$ cat src/rtl/alu_pkg.sv
`default_nettype none
// ============================================================================
//  Module   : alu_pkg
//  Purpose  : Shared types for the pipelined ALU: opcode encoding and the
//             width-independent control part of the stage-1 register.
//  Revision : 1.0  initial release
// ============================================================================
package alu_pkg;

    // Operation select; the encoding is visible on the opcode port.
    typedef enum logic [2:0] {
        OP_ADD = 3'b000,
        OP_SUB = 3'b001,
        OP_AND = 3'b010,
        OP_OR  = 3'b011,
        OP_XOR = 3'b100,
        OP_SHL = 3'b101,
        OP_SHR = 3'b110,
        OP_CMP = 3'b111
    } alu_op_e;

    // Control fields captured in stage 1. The operand fields depend on WIDTH,
    // so the user wraps this struct together with a and b of its own width.
    typedef struct packed {
        alu_op_e op;
        logic    acc_en;
    } s1_ctrl_t;

endpackage : alu_pkg
`default_nettype wire

$ cat src/rtl/alu_core.sv
`default_nettype none
// ============================================================================
//  Module   : alu_core
//  Purpose  : Purely combinational ALU: (op_a, op_b, op) -> result + flags.
//             Result is WIDTH+1 bits; the top bit is carry, borrow or the
//             last bit shifted out, depending on the operation.
//  Revision : 1.0  initial release
// ============================================================================
module alu_core
    import alu_pkg::*;
#(
    parameter int WIDTH = 8
) (
    input  logic [WIDTH-1:0] op_a_i,
    input  logic [WIDTH-1:0] op_b_i,
    input  alu_op_e          op_i,
    output logic [WIDTH:0]   c_o,
    output logic             zero_o,
    output logic             neg_o
);

    localparam int SH_W = $clog2(WIDTH);

    logic [WIDTH:0]  w_a_ext;
    logic [WIDTH:0]  w_b_ext;
    logic [SH_W-1:0] w_shamt;
    logic [WIDTH:0]  w_c;

    assign w_a_ext = {1'b0, op_a_i};
    assign w_b_ext = {1'b0, op_b_i};
    // Only the low log2(WIDTH) bits of B select the shift distance.
    assign w_shamt = op_b_i[SH_W-1:0];

    // Select the result of the requested operation.
    always_comb begin
        w_c = '0;
        case (op_i)
            OP_ADD:  w_c = w_a_ext + w_b_ext;
            OP_SUB:  w_c = w_a_ext - w_b_ext;
            OP_AND:  w_c = {1'b0, op_a_i & op_b_i};
            OP_OR:   w_c = {1'b0, op_a_i | op_b_i};
            OP_XOR:  w_c = {1'b0, op_a_i ^ op_b_i};
            // Shifting the zero-extended operand leaves the last bit shifted
            // out of the data field in the carry position.
            OP_SHL:  w_c = w_a_ext << w_shamt;
            OP_SHR:  w_c = {1'b0, op_a_i >> w_shamt};
            OP_CMP:  w_c = {{WIDTH{1'b0}}, (op_a_i < op_b_i)};
            default: w_c = '0;
        endcase
    end

    assign c_o    = w_c;
    assign zero_o = (w_c[WIDTH-1:0] == '0);
    assign neg_o  = w_c[WIDTH-1];

endmodule : alu_core
`default_nettype wire

$ cat src/rtl/alu_pipe.sv
`default_nettype none
// ============================================================================
//  Module   : alu_pipe
//  Purpose  : Two-stage valid/ready ALU pipeline. Stage 1 captures operands,
//             stage 2 computes and holds the registered result. Includes an
//             accumulator fed from the previous result and a counter of
//             completed output handshakes.
//  Revision : 1.0  initial release
// ============================================================================
module alu_pipe
    import alu_pkg::*;
#(
    parameter int WIDTH = 8,
    parameter int CNT_W = 16
) (
    input  logic             clk,
    input  logic             rst,
    input  logic             in_valid,
    output logic             in_ready,
    input  logic [WIDTH-1:0] A,
    input  logic [WIDTH-1:0] B,
    input  logic [2:0]       opcode,
    input  logic             acc_en,
    input  logic             acc_clr,
    output logic             out_valid,
    input  logic             out_ready,
    output logic [WIDTH:0]   C,
    output logic             zero,
    output logic             neg,
    output logic [CNT_W-1:0] op_count
);

    // Stage-1 register contents: operands of this instance's width plus the
    // shared control fields.
    typedef struct packed {
        logic [WIDTH-1:0] a;
        logic [WIDTH-1:0] b;
        s1_ctrl_t         ctrl;
    } s1_t;

    s1_t              s1_q,        s1_d;
    logic             s1_valid_q,  s1_valid_d;
    logic             out_valid_q, out_valid_d;
    logic [WIDTH:0]   c_q,         c_d;
    logic             zero_q,      zero_d;
    logic             neg_q,       neg_d;
    logic [WIDTH-1:0] acc_q,       acc_d;
    logic [CNT_W-1:0] cnt_q,       cnt_d;

    logic             w_out_free;
    logic             w_advance1;
    logic             w_in_hs;
    logic             w_out_hs;
    logic [WIDTH-1:0] w_op_a;
    logic [WIDTH:0]   w_core_c;
    logic             w_core_zero;
    logic             w_core_neg;

    // Accumulate mode swaps operand A for the previous result. Results reach
    // stage 2 in order, so acc_q already holds the preceding beat's result.
    assign w_op_a = s1_q.ctrl.acc_en ? acc_q : s1_q.a;

    alu_core #(
        .WIDTH (WIDTH)
    ) u_core (
        .op_a_i (w_op_a),
        .op_b_i (s1_q.b),
        .op_i   (s1_q.ctrl.op),
        .c_o    (w_core_c),
        .zero_o (w_core_zero),
        .neg_o  (w_core_neg)
    );

    // Handshake decode and next-state for both stages, accumulator and counter.
    always_comb begin
        w_out_free = !out_valid_q || out_ready;
        w_advance1 = s1_valid_q && w_out_free;
        in_ready   = !s1_valid_q || w_advance1;
        w_in_hs    = in_valid && in_ready;
        w_out_hs   = out_valid_q && out_ready;

        // Stage 1: reload on a new beat (even while the old one advances),
        // otherwise empty out once the held beat moves on.
        s1_d       = s1_q;
        s1_valid_d = s1_valid_q;
        if (w_in_hs) begin
            s1_d.a           = A;
            s1_d.b           = B;
            s1_d.ctrl.op     = alu_op_e'(opcode);
            s1_d.ctrl.acc_en = acc_en;
            s1_valid_d       = 1'b1;
        end else if (w_advance1) begin
            s1_valid_d = 1'b0;
        end

        // Stage 2: results only change when a new beat is loaded, so they
        // stay stable for as long as the consumer stalls.
        c_d         = c_q;
        zero_d      = zero_q;
        neg_d       = neg_q;
        out_valid_d = out_valid_q;
        if (w_advance1) begin
            c_d         = w_core_c;
            zero_d      = w_core_zero;
            neg_d       = w_core_neg;
            out_valid_d = 1'b1;
        end else if (w_out_hs) begin
            out_valid_d = 1'b0;
        end

        // A clear request wins over the update from a retiring beat.
        acc_d = acc_q;
        if (acc_clr) begin
            acc_d = '0;
        end else if (w_advance1) begin
            acc_d = w_core_c[WIDTH-1:0];
        end

        cnt_d = w_out_hs ? cnt_q + CNT_W'(1) : cnt_q;
    end

    // All pipeline state; reset drops any beat in flight immediately.
    always_ff @(posedge clk or negedge rst) begin
        if (!rst) begin
            s1_q        <= '0;
            s1_valid_q  <= 1'b0;
            out_valid_q <= 1'b0;
            c_q         <= '0;
            zero_q      <= 1'b0;
            neg_q       <= 1'b0;
            acc_q       <= '0;
            cnt_q       <= '0;
        end else begin
            s1_q        <= s1_d;
            s1_valid_q  <= s1_valid_d;
            out_valid_q <= out_valid_d;
            c_q         <= c_d;
            zero_q      <= zero_d;
            neg_q       <= neg_d;
            acc_q       <= acc_d;
            cnt_q       <= cnt_d;
        end
    end

    assign out_valid = out_valid_q;
    assign C         = c_q;
    assign zero      = zero_q;
    assign neg       = neg_q;
    assign op_count  = cnt_q;

endmodule : alu_pipe
`default_nettype wire

$ cat config.mk
export PLATFORM = sky130hd
export DESIGN_NAME = alu_pipe
export DESIGN_NICKNAME = d
export VERILOG_FILES = /design/src/rtl/alu_pkg.sv /design/src/rtl/alu_core.sv /design/src/rtl/alu_pipe.sv
export SDC_FILE = /design/constraint.sdc
export NUM_CORES = 1
export LEC_CHECK = 0
export CAP_MARGIN = 20
export CORE_MARGIN = 5
export CORE_UTILIZATION = 38
export CTS_CLUSTER_SIZE = 16
export DETAILED_ROUTE_END_ITERATION = 7
export PLACE_DENSITY = 0.65
export SYNTH_ARGS = -nofsm -noshare
export SYNTH_HDL_FRONTEND = slang
export SYNTH_SLANG_ARGS = --single-unit
$ cat constraint.sdc
create_clock -name clk -period 6.25 [get_ports clk]
set_input_delay 0.9375 -clock clk [delete_from_list [all_inputs] [get_ports clk]]
set_output_delay 0.9375 -clock clk [all_outputs]
set_load 0.1 [all_outputs]
* Word-level counts from Yosys, hierarchy flattened
Cells that the tools add are included.
** Operators by class
- Reductions and logical operators :: 12
- Shifts and indexed selects :: 2
- Magnitude comparators :: 1
- Eq/ne operators :: 7
- Bitwise gates (word level) :: 3
- Mux-type cells :: 8
- $add $sub $neg :: 3
** Operators with widths (count)
- case mux 9 bit (8 select lines) :: 1
- 2-to-1 mux 8 bit :: 3
- adder 16 x 1 -> 16 bit (second input constant) :: 1
- equality test 3 bit (second input constant) :: 4
- adder 8 x 8 -> 9 bit :: 1
- << shifter 8 x 3 -> 9 bit :: 1
- subtractor 8 x 8 -> 9 bit :: 1
- AND 8 bit :: 1
- logical NOT 8 bit :: 1
- < comparator 8 bit :: 1
- OR 8 bit :: 1
- right shift 8 x 3 -> 8 bit :: 1
- XOR 8 bit :: 1
- equality test 3 x 2 -> 1 bit (second input constant) :: 2
- nonzero test 2 bit :: 3
- 2-to-1 mux 1 bit :: 4
- equality test 3 x 1 -> 1 bit (second input constant) :: 1
- logical AND 1 bit :: 3
- logical NOT 3 bit :: 1
- logical NOT 1 bit :: 2
- logical OR 1 bit :: 2
** Word-level totals
- Input bits :: 25
- Output and inout bits :: 29
- Bits in registers :: 57

* Longest topological paths before layout
- Depth in word-level cells :: 6
- Depth in mapped cells :: 13
- Gate-level depth less buffers :: 11

* Hierarchy
A second synthesis with hierarchy kept.
** Unflattened totals
- Cell total of the unflattened synthesis :: 411
- Area total of the unflattened synthesis :: 4107.7 um^2
** By module, submodules not included
- alu_pipe :: area an instance 2441.1 um^2, instances 1, cells an instance 188
- alu_core :: area an instance 1666.6 um^2, instances 1, cells an instance 223

* Worst setup path before layout
No wires, ideal clock.
- Kind :: reg2reg
- Start point :: reg out_valid_q (netlist: out_valid)
- End point :: reg s1_q[0] (netlist name)
- Slack :: 3134 ps
- Setup time :: 125 ps
- Path buffers :: 1
- Arrival :: 2992 ps
- Stages on the path, launching flop included :: 5
- Data required time :: 6125 ps
- Cell sequence :: dfrtp_1 -> nand3b_1 -> nand2_1 -> clkbuf_1 -> mux2_2
** On the way
- Longest elaborated chain between the ends :: 5
** Ends and longest elaborated chain
- from (decl) :: line alu_pipe.sv:43 : logic out_valid_q, out_valid_d;
- from (signal assigned) :: line alu_pipe.sv:136 : out_valid_q <= out_valid_d;
- logical NOT 1 bit :: line alu_pipe.sv:76 : w_out_free = !out_valid_q || out_ready;
- logical OR 1 bit :: line alu_pipe.sv:76
- logical AND 1 bit :: line alu_pipe.sv:77 : w_advance1 = s1_valid_q && w_out_free;
- logical OR 1 bit :: line alu_pipe.sv:78 : in_ready = !s1_valid_q || w_advance1;
- via in_ready :: line alu_pipe.sv:19 : output logic in_ready,
- logical AND 1 bit :: line alu_pipe.sv:79 : w_in_hs = in_valid && in_ready;
- to (signal assigned) :: line alu_pipe.sv:125 : s1_q <= '0;
- to (signal assigned) :: line alu_pipe.sv:134 : s1_q <= s1_d;
- to (decl) :: line alu_pipe.sv:41 : s1_t s1_q, s1_d;
The timed path passes the listed nets, and every way through them passes these cells.
A chain may end at the register's enable or synchronous reset.

* Final worst setup path
- Start point :: reg s1_q[0] (netlist name)
- End point :: reg zero_q (netlist: zero)
** On the way
- Longest elaborated chain between the ends :: 4
- Elaborated cells on any way between the ends :: 11
- Classes of those cells :: add/sub: 2; order compare: 1; shift: 2; mux: 2; bitwise: 3; reduce/logical: 1
** Ends and longest elaborated chain
- 2-to-1 mux 8 bit (*) :: line alu_pipe.sv:61 : assign w_op_a = s1_q.ctrl.acc_en ? acc_q : s1_q.a;
- subtractor 8 x 8 -> 9 bit (tied with other cells) :: line alu_core.sv:39 : OP_SUB: w_c = w_a_ext - w_b_ext;
- case mux 9 bit (8 select lines) (*) :: line alu_core.sv:37 : case (op_i)
- logical NOT 8 bit (*) :: line alu_core.sv:53 : assign zero_o = (w_c[WIDTH-1:0] == '0);
- to (signal assigned) :: line alu_pipe.sv:138 : zero_q <= zero_d;
- to (decl) :: line alu_pipe.sv:45 : logic zero_q, zero_d;
Mark *: on every way between the ends. The rest lies on a longest branch, timed or not.

==> flow_metrics.tcl <==
set metrics [dict create \
    p_clk_frac 0.174 \
    die_area_mm2 0.01343 \
    cts_setup_buffers 0 \
    crit_family "compound AO/OA/AOI/OAI gates" \
    ys.warnings.count 0 \
    hold_viol_final 0 \
    layout_commonest_cell "dfrtp_1" \
    core_area_mm2 0.01094 \
    max_cap_viol_count 0 \
    io_pins 54 \
    reg2reg_slack_ps 2520 \
    min_from "op_count[15]$_DFFE_PN0P_" \
    wl_per_cell_um 19.03 \
    yosysUniqueCellTypes 77 \
    clock_latency_ps 310 \
    drc 0 \
    synth_flop_cell "dfrtp_1" \
    cp_max_fo 17 \
    status "complete, no violations" \
    cellLeakagePower_nw 2.151 \
    syn_nets 484 \
    gp_congestion 1.011 \
    start_kind "register" \
    power.internal_uw 967.5 \
    reg2reg_from "s1_q[0]$_DFFE_PN0P_" \
    p_sw_frac 0.4923 \
    synth_seq_area_share 0.3289 \
    setup_viol 0 \
    ys_seq_elements 56 \
    tightest_slew_ps 1001 \
    synth_cells 430 \
    drive_gt1_frac 0.1359 \
    worstHoldEndpoint "op_count[15]$_DFFE_PN0P_" \
    switchingPower_uw 938.1 \
    track_usage 0.1782 \
    grt_max_degree 57 \
    seqPwrFrac 0.282 \
    end_kind "register" \
    combPwrFrac 0.543 \
    path_cells "mux2i_1, inv_1, ha_1, nor3_1, o311ai_0, and3_1, o211ai_1, and3_1, a211o_2, o31ai_2" \
    final_cell_mix "56 x dfrtp_1, 52 x clkdlybuf4s50_1, 40 x nand2_1" \
    area_delta_synth_final_pct 16.80 \
    dr.pass1.iters 7 \
    cts_hold_buf 0 \
    hp-class "reg2reg" \
    portBuffers 53 \
    routed_wl_um 11630 \
    dp_hpwl_um 8696 \
    holdPathStages 1 \
    die_x_um 115.9 \
    die_h_um 115.9 \
    fillers 1076 \
    power_density_mw_per_mm2 383.0 \
    period_share 0.5972 \
    avgSynthCellArea_um2 9.908 \
    cp_slowest_stage_delay_ps 900 \
    crit_required_ps 6460 \
    rows 38 \
    start_util 0.3896 \
    synth_area_mm2 0.004260 \
    crit_type "reg2reg" \
    slew_viol_final 0 \
    peakVddDrop_uv 313.3 \
    htree_num_levels 2 \
    antenna_left 0 \
    antenna_found_initial 0 \
    critPathBufInv 1 \
    rr_endpoint "zero$_DFFE_PN0P_" \
    r2r_cells 10 \
    clock_path_buffers 2 \
    worst_path_most_repeated_cell "and3_1" \
    relSlewSlack 0.3305 \
    drt_iter0_markers 262 \
    synthArstFlopShare 1.000 \
    rsz0062_at_grt "false" \
    routed_via_density 5.764 \
    num_antenna_cells 0 \
    num-nets-final 524 \
    fin_crit_ps 3733 \
    clk_pin_slew_ps 70 \
    grt_pass1_wl_um 18860 \
    worst_hold_slack_ps 484.9 \
    synth-edff-count 0 \
    max_freq_ghz 0.2679 \
    finalSetupTns_ps 0 \
    via_count 3522 \
    cts_tree "yes" \
    critPathArrivalTime_ps 3940 \
    cts_sinks 56 \
    fin_skew_ps 15.29 \
    cts_resized 0 \
    cts-root-buf "clkbuf_16" \
    cpMaxStageDelayCell "dfrtp_1" \
    globalRoute.totalOverflow 0 \
    grt_pass1_vias 3612 \
    final_util 0.4550 \
    cts_buffers 5 \
]
synthesized netlist by cell type (all sizes together) (3+ instances only):
cell / count / area (µm²)
mux2i: 10 / 111.4
nand2: 41 / 156.4
nor2: 38 / 150.1
o21ai: 9 / 45.04
buf: 10 / 102.6
inv: 25 / 93.84
a22oi: 5 / 47.54
nor2b: 7 / 46.30
o31ai: 3 / 27.52
nor3: 12 / 60.06
nand3: 10 / 50.05
ha: 27 / 337.8
a21oi: 21 / 105.1
mux2: 25 / 281.5
and3: 8 / 55.05
o21a: 4 / 30.03
nand3b: 3 / 26.27
o211ai: 3 / 27.52
clkbuf: 10 / 37.54
mux4: 12 / 285.3
o22ai: 3 / 18.77
xnor2: 13 / 113.9
nor4: 3 / 18.77
a211oi: 7 / 57.55
dfrtp: 56 / 1401
nand2b: 8 / 50.05
nand4: 5 / 31.28
and2: 5 / 31.28
xor2: 8 / 70.07
metal layers:
| metal | up-vias | routed length (µm) | GRT usage |
|---|---|---|---|
| met5 | - | 0 | 0 |
| met4 | 0 | 339 | 0.06187 |
| li1 | 1633 | - | - |
| met1 | 1703 | 5033 | 0.2361 |
| met2 | 155 | 5399 | 0.2862 |
| met3 | 31 | 856 | 0.04230 |
worst register-to-register path: stages (launching register included):
cell      delay [ps]
dfrtp_1          900
mux2i_1          470
inv_1            170
ha_1             460
nor3_1           110
o311ai_0         560
and3_1           260
o211ai_1          80
and3_1           180
a211o_2          270
o31ai_2          170
logic make-up after synthesis:
group           Yosys count  synth area share
simple gates            147            0.1712
compound gates           82            0.1433
flops                    56            0.3289
buf+inv                  48           0.06549
xor+xnor                 21           0.04317
fa+ha+maj                29           0.08869
mux                      47            0.1592
cell type report:
cell class / instances / area [µm²] / area share
multi-input cells: 326 / 2580 / 0.5185
flip-flops and latches: 56 / 1401 / 0.2816
repair buffers: 55 / 540.5 / 0.1086
well taps: 140 / 175.2 / 0.03520
clock buffers: 6 / 128.9 / 0.02590
inverters: 26 / 111.4 / 0.02238
clock inverters: 2 / 38.79 / 0.007795
per-stage QoR:
step	worst slack [ps]	instances	power, mW	area, µm²
after detailed placement	2603	603	1.570	4808
after global routing	2262	611	2.005	4976
after CTS	2581	611	1.912	4976
after floorplan	3134	430	1.331	4260
final	2518	611	1.906	4976
after global placement	2609	603	1.567	4808
worst max-delay path by stage:
stage | from | endpoint | slack (ps) | cells after the start
2_1_floorplan | out_valid$_DFFE_PN0P_ | s1_q[0]$_DFFE_PN0P_ | 3130 | 4
3_3_place_gp | out_ready | in_ready | 2610 | 3
3_5_place_dp | out_ready | in_ready | 2600 | 3
4_1_cts | s1_q[0]$_DFFE_PN0P_ | zero$_DFFE_PN0P_ | 2580 | 10
5_1_grt | s1_q[0]$_DFFE_PN0P_ | zero$_DFFE_PN0P_ | 2260 | 10
6_report | s1_q[0]$_DFFE_PN0P_ | zero$_DFFE_PN0P_ | 2520 | 10
flip-flops by register name, summed over array words and instances (netlist names):
signal	cells
op_count	16
out_valid	1
acc_q	8
zero	1
s1_q	20
s1_valid_q	1
C	9
power by group through the flow:
stage | clock [mW] | combinational [mW] | sequential [mW]
2_1_floorplan | 0 | 0.520 | 0.812
3_3_place_gp | 0 | 1.03 | 0.541
3_5_place_dp | 0 | 1.03 | 0.542
4_1_cts | 0.342 | 1.03 | 0.537
5_1_grt | 0.353 | 1.10 | 0.553
6_report | 0.332 | 1.04 | 0.538
No activity file was read; power rests on OpenSTA's default activity.
